`src/rtl/led_bank_ctrl.sv`:
```
// LED bank: per-channel off/on/blink/breathe PWM with a tick-timed override window (LED_GAMMA_EN: square-law breathe duty).
// Outputs registered, 1 cycle after inputs; no backpressure, tick and fault_req are single-cycle strobes.
module led_bank_ctrl #(
  parameter int                NUM_CH      = 4,
  parameter int                PWM_BITS    = 10,
  parameter int                BLINK_TICKS = 15,
  parameter logic [NUM_CH-1:0] OVR_MASK    = 4'b1010
) (
  input  logic                  sysclk,
  input  logic                  reset,
  input  logic                  tick,
  input  logic                  fault_req,
  input  logic [2*NUM_CH-1:0]   ch_mode,
  output logic [NUM_CH-1:0]     led_out,
  output logic                  override_active
);

  localparam int RW   = PWM_BITS + 1;
  localparam int OFFS = (1 << RW) / NUM_CH;

  typedef enum logic [1:0] {
    ST_START  = 2'd0,
    ST_OVR    = 2'd1,
    ST_NORMAL = 2'd2
  } state_t;

  state_t                             state, state_nxt;
  logic [PWM_BITS-1:0]                pwm_cnt;
  logic [RW-1:0]                      ramp;
  logic [NUM_CH-1:0][PWM_BITS-1:0]    duty;
  logic [NUM_CH-1:0][PWM_BITS-1:0]    duty_nxt;
  logic                               blink_ph;
  logic [5:0]                         ovr_cnt, ovr_cnt_nxt;
  logic                               ovr_ph, ovr_ph_nxt;
  logic [NUM_CH-1:0]                  led_nxt;
  logic                               wrap;

  assign wrap = &pwm_cnt;

  // Each channel's triangle is a phase-shifted fold of the shared ramp.
  for (genvar g = 0; g < NUM_CH; g++) begin : g_ch
    logic [RW-1:0]       r;
    logic [PWM_BITS-1:0] t;
    assign r = ramp + RW'(g * OFFS);
    assign t = r[RW-1] ? ~r[PWM_BITS-1:0] : r[PWM_BITS-1:0];
`ifdef LED_GAMMA_EN
    logic [2*PWM_BITS-1:0] sq;
    assign sq          = t * t;
    assign duty_nxt[g] = sq[2*PWM_BITS-1:PWM_BITS];
`else
    assign duty_nxt[g] = t;
`endif
  end

  always_comb begin
    state_nxt   = state;
    ovr_cnt_nxt = ovr_cnt;
    ovr_ph_nxt  = ovr_ph;
    led_nxt     = '0;

    if (fault_req || state == ST_START) begin
      state_nxt   = ST_OVR;
      ovr_cnt_nxt = '0;
      ovr_ph_nxt  = 1'b0;
    end else if (state == ST_OVR) begin
      if (ovr_cnt == 6'(BLINK_TICKS)) begin
        state_nxt = ST_NORMAL;
      end else if (tick) begin
        ovr_cnt_nxt = ovr_cnt + 6'd1;
        ovr_ph_nxt  = ~ovr_ph;
      end
    end

    // The start cycle shows the override pattern with ovr_ph still 0, i.e. dark.
    if (state != ST_NORMAL) begin
      led_nxt = ovr_ph ? OVR_MASK : '0;
    end else begin
      for (int i = 0; i < NUM_CH; i++) begin
        case (ch_mode[2*i +: 2])
          2'b00:   led_nxt[i] = 1'b0;
          2'b01:   led_nxt[i] = 1'b1;
          2'b10:   led_nxt[i] = blink_ph;
          default: led_nxt[i] = (pwm_cnt < duty[i]);
        endcase
      end
    end
  end

  always_ff @(posedge sysclk) begin
    if (!reset) begin
      state           <= ST_START;
      pwm_cnt         <= '0;
      ramp            <= '0;
      duty            <= '0;
      blink_ph        <= 1'b0;
      ovr_cnt         <= '0;
      ovr_ph          <= 1'b0;
      led_out         <= '0;
      override_active <= 1'b0;
    end else begin
      state           <= state_nxt;
      pwm_cnt         <= pwm_cnt + 1'b1;
      if (wrap) begin
        ramp <= ramp + 1'b1;
        duty <= duty_nxt;
      end
      if (tick) begin
        blink_ph <= ~blink_ph;
      end
      ovr_cnt         <= ovr_cnt_nxt;
      ovr_ph          <= ovr_ph_nxt;
      led_out         <= led_nxt;
      override_active <= (state_nxt == ST_OVR);
    end
  end

endmodule
```
`config.mk`:
```
export PLATFORM = sky130hd
export DESIGN_NAME = led_bank_ctrl
export DESIGN_NICKNAME = d
export VERILOG_FILES = /design/src/rtl/led_bank_ctrl.sv
export SDC_FILE = /design/constraint.sdc
export NUM_CORES = 1
export LEC_CHECK = 0
export CAP_MARGIN = 40
export CORE_ASPECT_RATIO = 1.5
export CORE_MARGIN = 2
export CORE_UTILIZATION = 40
export CTS_BUF_LIST = sky130_fd_sc_hd__clkbuf_4
export DETAILED_ROUTE_END_ITERATION = 12
export PLACE_DENSITY = 0.55
export SLEW_MARGIN = 10
export SYNTH_ARGS = -nofsm -noshare
export SYNTH_HDL_FRONTEND = slang
export SYNTH_SLANG_ARGS = --single-unit
export TNS_END_PERCENT = 30
```
`constraint.sdc`:
```
create_clock -name sysclk -period 4.5 [get_ports sysclk]
set_clock_uncertainty 0.1 [all_clocks]
set_input_delay 0.675 -clock sysclk [delete_from_list [all_inputs] [get_ports sysclk]]
set_output_delay 0.675 -clock sysclk [all_outputs]
set_load 0.02 [all_outputs]
```
==> results of run 1 <==
==> power by group through the flow <==
stage / clock [uW] / sequential (uW) / combinational [uW]
after CTS: 386 / 686 / 62.9
after detailed placement: 0 / 701 / 62.4
after floorplan: 0 / 698 / 35.8
after global routing: 416 / 688 / 69.4
final: 373 / 686 / 61.4
after global placement: 0 / 702 / 61.7
==> through the flow <==
step / std cells / worst slack, ns
detailed placement: 579 / 1.896
global placement: 579 / 1.958
floorplan: 469 / 2.740
global route: 595 / 1.968
finish: 595 / 2.142
CTS: 595 / 2.120
==> cell families after synthesis <==
group	Yosys count
AOI/OAI and AO/OA	119
xor gates and xnor gates	34
adders and majority gates	39
buffers and inverters	63
DFF	76
muxes	3
and+or+nand+nor	135
==> per-layer routing <==
metal,vias up,global-route usage [%],routed length (um)
met2,44,31.57,4670
met3,16,2.993,257
met5,-,0,0
met1,1453,22.38,4070
met4,0,9.430,297
li1,1634,-,-
==> sequential cells by signal, summed over array words and instances (netlist names) <==
| register | flops |
|---|---|
| ovr_ph | 1 |
| pwm_cnt | 10 |
| state | 2 |
| ovr_cnt | 6 |
| duty | 40 |
| override_active | 1 |
| blink_ph | 1 |
| led_out | 4 |
| ramp | 11 |
==> worst min-delay path by stage <==
stage / slack, ns / to / startpoint
6_report: 0.36 / duty[29]$_SDFFE_PN0P_ / duty[29]$_SDFFE_PN0P_
5_1_grt: 0.38 / duty[39]$_SDFFE_PN0P_ / duty[39]$_SDFFE_PN0P_
4_1_cts: 0.36 / duty[28]$_SDFFE_PN0P_ / duty[28]$_SDFFE_PN0P_
3_5_place_dp: 0.35 / duty[28]$_SDFFE_PN0P_ / duty[28]$_SDFFE_PN0P_
3_3_place_gp: 0.34 / duty[39]$_SDFFE_PN0P_ / duty[39]$_SDFFE_PN0P_
2_1_floorplan: 0.34 / duty[20]$_SDFFE_PN0P_ / duty[20]$_SDFFE_PN0P_
==> placed cells by master (no fill, tap or decap), types with 2 or more instances in the layout <==
master | synthesis | final
ha_1 | 39 | 39
dfxtp_1 | 76 | 76
inv_1 | 38 | 38
o21a_1 | 3 | 3
or4_1 | 4 | 4
mux2i_1 | 3 | 3
a41o_1 | 2 | 2
o21ai_0 | 17 | 17
and3_1 | 4 | 4
o211a_1 | 12 | 12
xnor2_1 | 22 | 22
clkinv_2 | 0 | 2
and3b_1 | 2 | 2
nand3_1 | 8 | 8
buf_4 | 0 | 3
xor2_1 | 11 | 11
a211o_1 | 2 | 2
and2_1 | 2 | 2
a21boi_0 | 2 | 2
clkbuf_4 | 0 | 13
a21o_1 | 2 | 2
or3_1 | 5 | 5
clkdlybuf4s50_1 | 0 | 16
o31ai_1 | 6 | 6
nand2b_1 | 6 | 6
o211ai_1 | 3 | 3
nor2_1 | 24 | 24
nor2b_1 | 2 | 2
a211oi_1 | 6 | 6
nand2_1 | 61 | 61
nand4_1 | 10 | 10
o41ai_1 | 2 | 2
a21oi_1 | 61 | 61
==> cell type report <==
| cell class | count | area share (%) |
|---|---|---|
| Timing Repair Buffer | 19 | 4.226 |
| Multi-Input combinational cell | 330 | 51.29 |
| Tap cell | 115 | 3.329 |
| Inverter | 39 | 3.386 |
| Clock buffer | 13 | 2.258 |
| Sequential cell | 76 | 35.20 |
| Clock inverter | 3 | 0.3184 |
==> worst max-delay path, delay by kind of cell (launching register included) <==
| kind | cells | cell delay [ns] |
|---|---|---|
| flops | 1 | 0.59 |
| simple gates | 3 | 1.44 |
| compound gates | 1 | 0.15 |
==> reports/results.tsv, run 1 <==
stage	metric	value	unit
status	status	complete, no violations	
setup_path	startpoint	pwm_cnt[2]$_SDFF_PN0_	
detailed_routing	drt_wl_total	9295	um
floorplan	ios	17	
yosys	ys_warn_count	0	
floorplan	die_h	126.5	um
placed_design	dp_hpwl	6661	um
power	internal_power	841.0	uW
setup_path	crit_type	flop to flop	
clocking	htree_levels	3	
detailed_routing	drcViolationCount	0	
yosys	synth_fa_ha_area_share	12.20	%
clocking	cts-root-buf	clkbuf_4	
yosys	synth_top_family_by_area	compound AO/OA/AOI/OAI gates	
yosys	synthTopCellsByCount	dfxtp_1 (76), a21oi_1 (61), nand2_1 (61)	
yosys	synthesis.area	4001	um^2
floorplan	initial_core_util	41.30	%
floorplan	dieArea	10840	um^2
sta	period_share	52.40	%
yosys	ys.flop_type	dfxtp_1	
power	power.density	259.1	nW/um^2
detailed_routing	ant_nets	0	
cells_and_area	seqCellArea	1521	um^2
placed_design	gp_congestion	0.7803	
cells_and_area	multi_input_area	2217	um^2
clocking	clkSinkCount	76	
sta	fin_tns_setup	0	ns
grt	grt.total_usage	18.58	%
power	p_total	1120	uW
setup_path	r2r_start	pwm_cnt[2]$_SDFF_PN0_	
power	vdd_drop_max	0.1441	mV
grt	antenna_found_initial	0	
setup_path	worstSetupEndpoint	ramp[5]$_SDFFE_PN0P_	
sta	drv_slew	0	
sta	min_period	2.358	ns
cells_and_area	finalCoreUtilization	44.62	%
clocking	clkTransAtPathRegs	0.11	ns
job	cap_viol_max_count	0	
sta	slew_headroom	49.23	%
clocking	cts_max_path_buffers	2	
power	leakage	0.001736	uW
detailed_routing	post_drt_wl_per_cell	15.62	um
yosys	async_reset_ff_share	0	%
yosys	synthCells	469	
clocking	cts_tree	done	
yosys	synth_edf_count	0	
setup_path	worstPathArrival	2.64	ns
floorplan	core_area	9689	um^2
cells_and_area	drive_gt1_share	5.000	%
hold_path	hold_class	flop to flop	
yosys	netlist.area_leader.share	38.02	%
sta	tightest_slew	0.7592	ns
sta	setup_viol	0	
setup_path	worstReg2RegEnd	ramp[5]$_SDFFE_PN0P_	
yosys	yosysUniqueCellTypes	43	
setup_path	path_cells	and3_1 -> nand3_4 -> or4_1 -> a21oi_1	
setup_path	critPathLaunchType	flop	
clocking	clkLatencyLatePin	0.44	ns
yosys	syn_area_per_cell	8.532	um^2
detailed_routing	drt_first_pass_iters	4	
yosys	synth_area_leaders	dfxtp_1 (38%), ha_1 (12%), a21oi_1 (7.6%), nand2_1 (5.7%), xnor2_1 (4.8%)	
yosys	synthMostInstantiatedCell	dfxtp_1	
setup_path	slowest_delay	0.62	ns
yosys	ys_ff_latch	76	
setup_path	cp_slowest_cell	or4_1	
cells_and_area	fillers	974	
yosys	yosys-mux-area-fraction	0.7505	%
clocking	numCtsBuffers	9	
clocking	hold_buffers	0	
detailed_routing	initialDrtViolationCount	106	
power	power_frac_seq	61.2	%
detailed_routing	vias_per_cell	5.289	
sta	grt_setup_unrepaired	no	
setup_path	r2r_slack	2.14	ns
clocking	post_cts_buffers	0	
yosys	synth_compound_area_share	18.39	%
placed_design	portBuffers	16	
sta	finalHoldViolCount	0	
floorplan	rows	44	
power	p_clk_share	33.3	%
yosys	yosys.area.top_type	dfxtp_1	
setup_path	endpoint_kind	flop	
grt	grt_pass1_wl	15520	um
cells_and_area	area_growth	8.036	%
placed_design	postPlaceCellArea	4212	um^2
yosys	synth_xor_area_share	7.630	%
grt	grt_pass1_vias	3111	
grt	grt_max_degree	51	
setup_path	reg2reg_depth	4	
yosys	ys_seq_area_share	38.02	%
power	p_sw	279.2	uW
cells_and_area	final_nets	526	
detailed_routing	vias	3147	
cells_and_area	stdcell_area	4323	um^2
sta	max_freq	424.1	MHz
cells_and_area	antennaDiodeCount	0	
yosys	synth-simple-area-share	16.45	%
floorplan	fp.dieW	85.67	um
clocking	cts_resized	0	
setup_path	critPathRequiredTime	4.78	ns
setup_path	critPathMaxFanout	29	
grt	grt_overflow	0	
power	power_frac_comb	5.5	%
power	switching_share	24.93	%
sta	whs	0.3629	ns
yosys	syn_nets	520	
hold_path	whs_path_depth	2	
(Power assumes the default switching activity.)
==> run 2: changes to the inputs <==
==> constraint.sdc (replaced) <==
create_clock -name sysclk -period 2.29 [get_ports sysclk]
set_clock_uncertainty 0.1 [all_clocks]
set_input_delay 0.3435 -clock sysclk [delete_from_list [all_inputs] [get_ports sysclk]]
set_output_delay 0.3435 -clock sysclk [all_outputs]
set_load 0.02 [all_outputs]
==> run 2 against run 1 <==
  * Non-clock buffer count grew 12
  * Sequential share of layout area down 1.3 points
  * Combinational power grew 110%
  * Wire length grew 1.1%
  * Clock power grew to 2.7 times the previous value
  * Maximum frequency up 23%
  * Sequential power grew 95%
  * Largest cell class unchanged
  * Flip-flop and latch count did not move
==> reports/results.tsv, run 2 (synthesis results as in run 1) <==
stage	metric	value	unit	change
cells_and_area	finalCoreUtilization	46.36	%	+1.7 points
cells_and_area	final_nets	538		+2.3%
clocking	clkSinkCount	76		unchanged
setup_path	worstPathArrival	2.20	ns	-0.44 ns
floorplan	ios	17		unchanged
clocking	numCtsBuffers	9		unchanged
cells_and_area	area_growth	12.26	%	
clocking	cts-root-buf	clkbuf_4		
grt	grt_pass1_wl	15630	um	+0.71%
placed_design	dp_hpwl	7067	um	+6.1%
sta	finalHoldViolCount	0		unchanged
placed_design	portBuffers	16		unchanged
setup_path	crit_type	flop to flop		
sta	min_period	1.923	ns	-0.4353 ns
clocking	clkLatencyLatePin	0.45	ns	about the same
clocking	post_cts_buffers	0		unchanged
cells_and_area	top_regs	duty (40), ramp (11), pwm_cnt (10)		
detailed_routing	vias	3190		+1.4%
detailed_routing	post_drt_wl_per_cell	15.48	um	-0.93%
grt	antenna_found_initial	0		unchanged
power	power.density	554.9	nW/um^2	+110%
placed_design	post-place-cells	591		+2.1%
cells_and_area	antennaDiodeCount	0		unchanged
floorplan	rows	44		unchanged
sta	tightest_slew	0.7522	ns	-0.007008 ns
floorplan	dieArea	10840	um^2	unchanged
grt	grt.total_usage	18.48	%	-0.10 points
detailed_routing	ant_nets	0		unchanged
sta	max_freq	520.1	MHz	+23%
power	leakage	0.001829	uW	+5.3%
setup_path	critPathMaxFanout	14		-52%
clocking	htree_levels	3		unchanged
clocking	cts_tree	done		
sta	fin_tns_setup	0	ns	unchanged
detailed_routing	vias_per_cell	5.255		-0.64%
grt	grt_pass1_vias	3146		+1.1%
cells_and_area	final_common_cell	dfxtp_1		
setup_path	cp_slowest_cell	or4_1		
sta	setup_viol	0		unchanged
cells_and_area	layout_common_cells	dfxtp_1 (76), nand2_1 (61), a21oi_1 (61)		
placed_design	gp_congestion	0.8198		+5.1%
clocking	clkTransAtPathRegs	0.12	ns	about the same
hold_path	hold_class	flop to flop		
setup_path	slowest_delay	0.54	ns	-0.08 ns
status	status	complete, no violations		
cells_and_area	regMostFlops	duty		
grt	grt_overflow	0		unchanged
floorplan	die_h	126.5	um	unchanged
clocking	cts_resized	0		unchanged
cells_and_area	drive_gt1_share	7.114	%	+2.1 points
cells_and_area	fin_cells	607		+2.0%
power	vdd_drop_max	0.2870	mV	+99%
sta	period_share	83.96	%	+32 points
sta	drv_slew	0		unchanged
grt	grt_max_degree	42		-18%
job	cap_viol_max_count	0		unchanged
setup_path	path_cells	ha_1 -> and2_4 -> nand3_4 -> or4_1 -> a21oi_1		
detailed_routing	drcViolationCount	0		unchanged
detailed_routing	drt_wl_total	9394	um	+1.1%
detailed_routing	drt_first_pass_iters	4		unchanged
cells_and_area	largest_register_ffs	40		unchanged
clocking	cts_max_path_buffers	2		unchanged
floorplan	initial_core_util	41.30	%	unchanged
setup_path	endpoint_kind	flop		
floorplan	fp.dieW	85.67	um	unchanged
sta	slew_headroom	49.60	%	+0.38 points
clocking	hold_buffers	0		unchanged
sta	grt_setup_unrepaired	no		
floorplan	core_area	9689	um^2	unchanged
setup_path	critPathRequiredTime	2.56	ns	-2.22 ns
detailed_routing	initialDrtViolationCount	143		+35%
setup_path	critPathLaunchType	flop		
## run 2: final timing paths
| check | from | end | slack, ns | cells after the start |
|---|---|---|---|---|
| setup / recovery | pwm_cnt[1]$_SDFF_PN0_ | ramp[5]$_SDFFE_PN0P_ | 0.37 | 5 |
| hold / removal | duty[25]$_SDFFE_PN0P_ | duty[25]$_SDFFE_PN0P_ | 0.36 | 2 |
| setup reg to reg | pwm_cnt[1]$_SDFF_PN0_ | ramp[5]$_SDFFE_PN0P_ | 0.37 | 5 |
| hold reg to reg | duty[25]$_SDFFE_PN0P_ | duty[25]$_SDFFE_PN0P_ | 0.36 | 2 |
## run 2: through the flow
step                      power (uW)  hold WS, ns  cell area, um^2  setup slack (ns)
after floorplan                 1443       0.3352             4001            0.5304
after global placement          1500       0.3454             4314            0.3276
after detailed placement        1501       0.3467             4314            0.3209
after CTS                       2524       0.3628             4492            0.3879
after global routing            2589       0.3839             4492            0.1767
final                           2493       0.3595             4492            0.3673
## run 2: layer usage
metal | vias to the layer above | global-route usage (%) | wire length [um]
met3 | 11 | 3.904 | 234
met5 | - | 0 | 0
met2 | 24 | 33.18 | 4951
met1 | 1497 | 21.95 | 4079
li1 | 1658 | - | -
met4 | 0 | 5.135 | 129
## run 2: final cells by class
cell class | count | area (um^2)
Tap cell | 115 | 143.9
Clock buffer | 10 | 75.07
Clock inverter | 6 | 102.6
Timing Repair Buffer | 31 | 285.3
Inverter | 39 | 146.4
Sequential cell | 76 | 1521
Multi-Input combinational cell | 330 | 2217
Fill cell | 983 | 5197
## run 2: where the power goes
group | internal, uW | switching (uW) | leakage [uW]
Combinational | 57.8 | 68.4 | 0.00112
Sequential | 1330 | 12.6 | 0.000614
Clock | 556 | 467 | 0.0000955
## run 2: critical path, delay by kind of cell (launching register included)
family | cells | cell delay [ns]
AOI/OAI and AO/OA | 1 | 0.14
adders and majority gates | 1 | 0.25
DFF | 1 | 0.46
and+or+nand+nor | 3 | 0.91
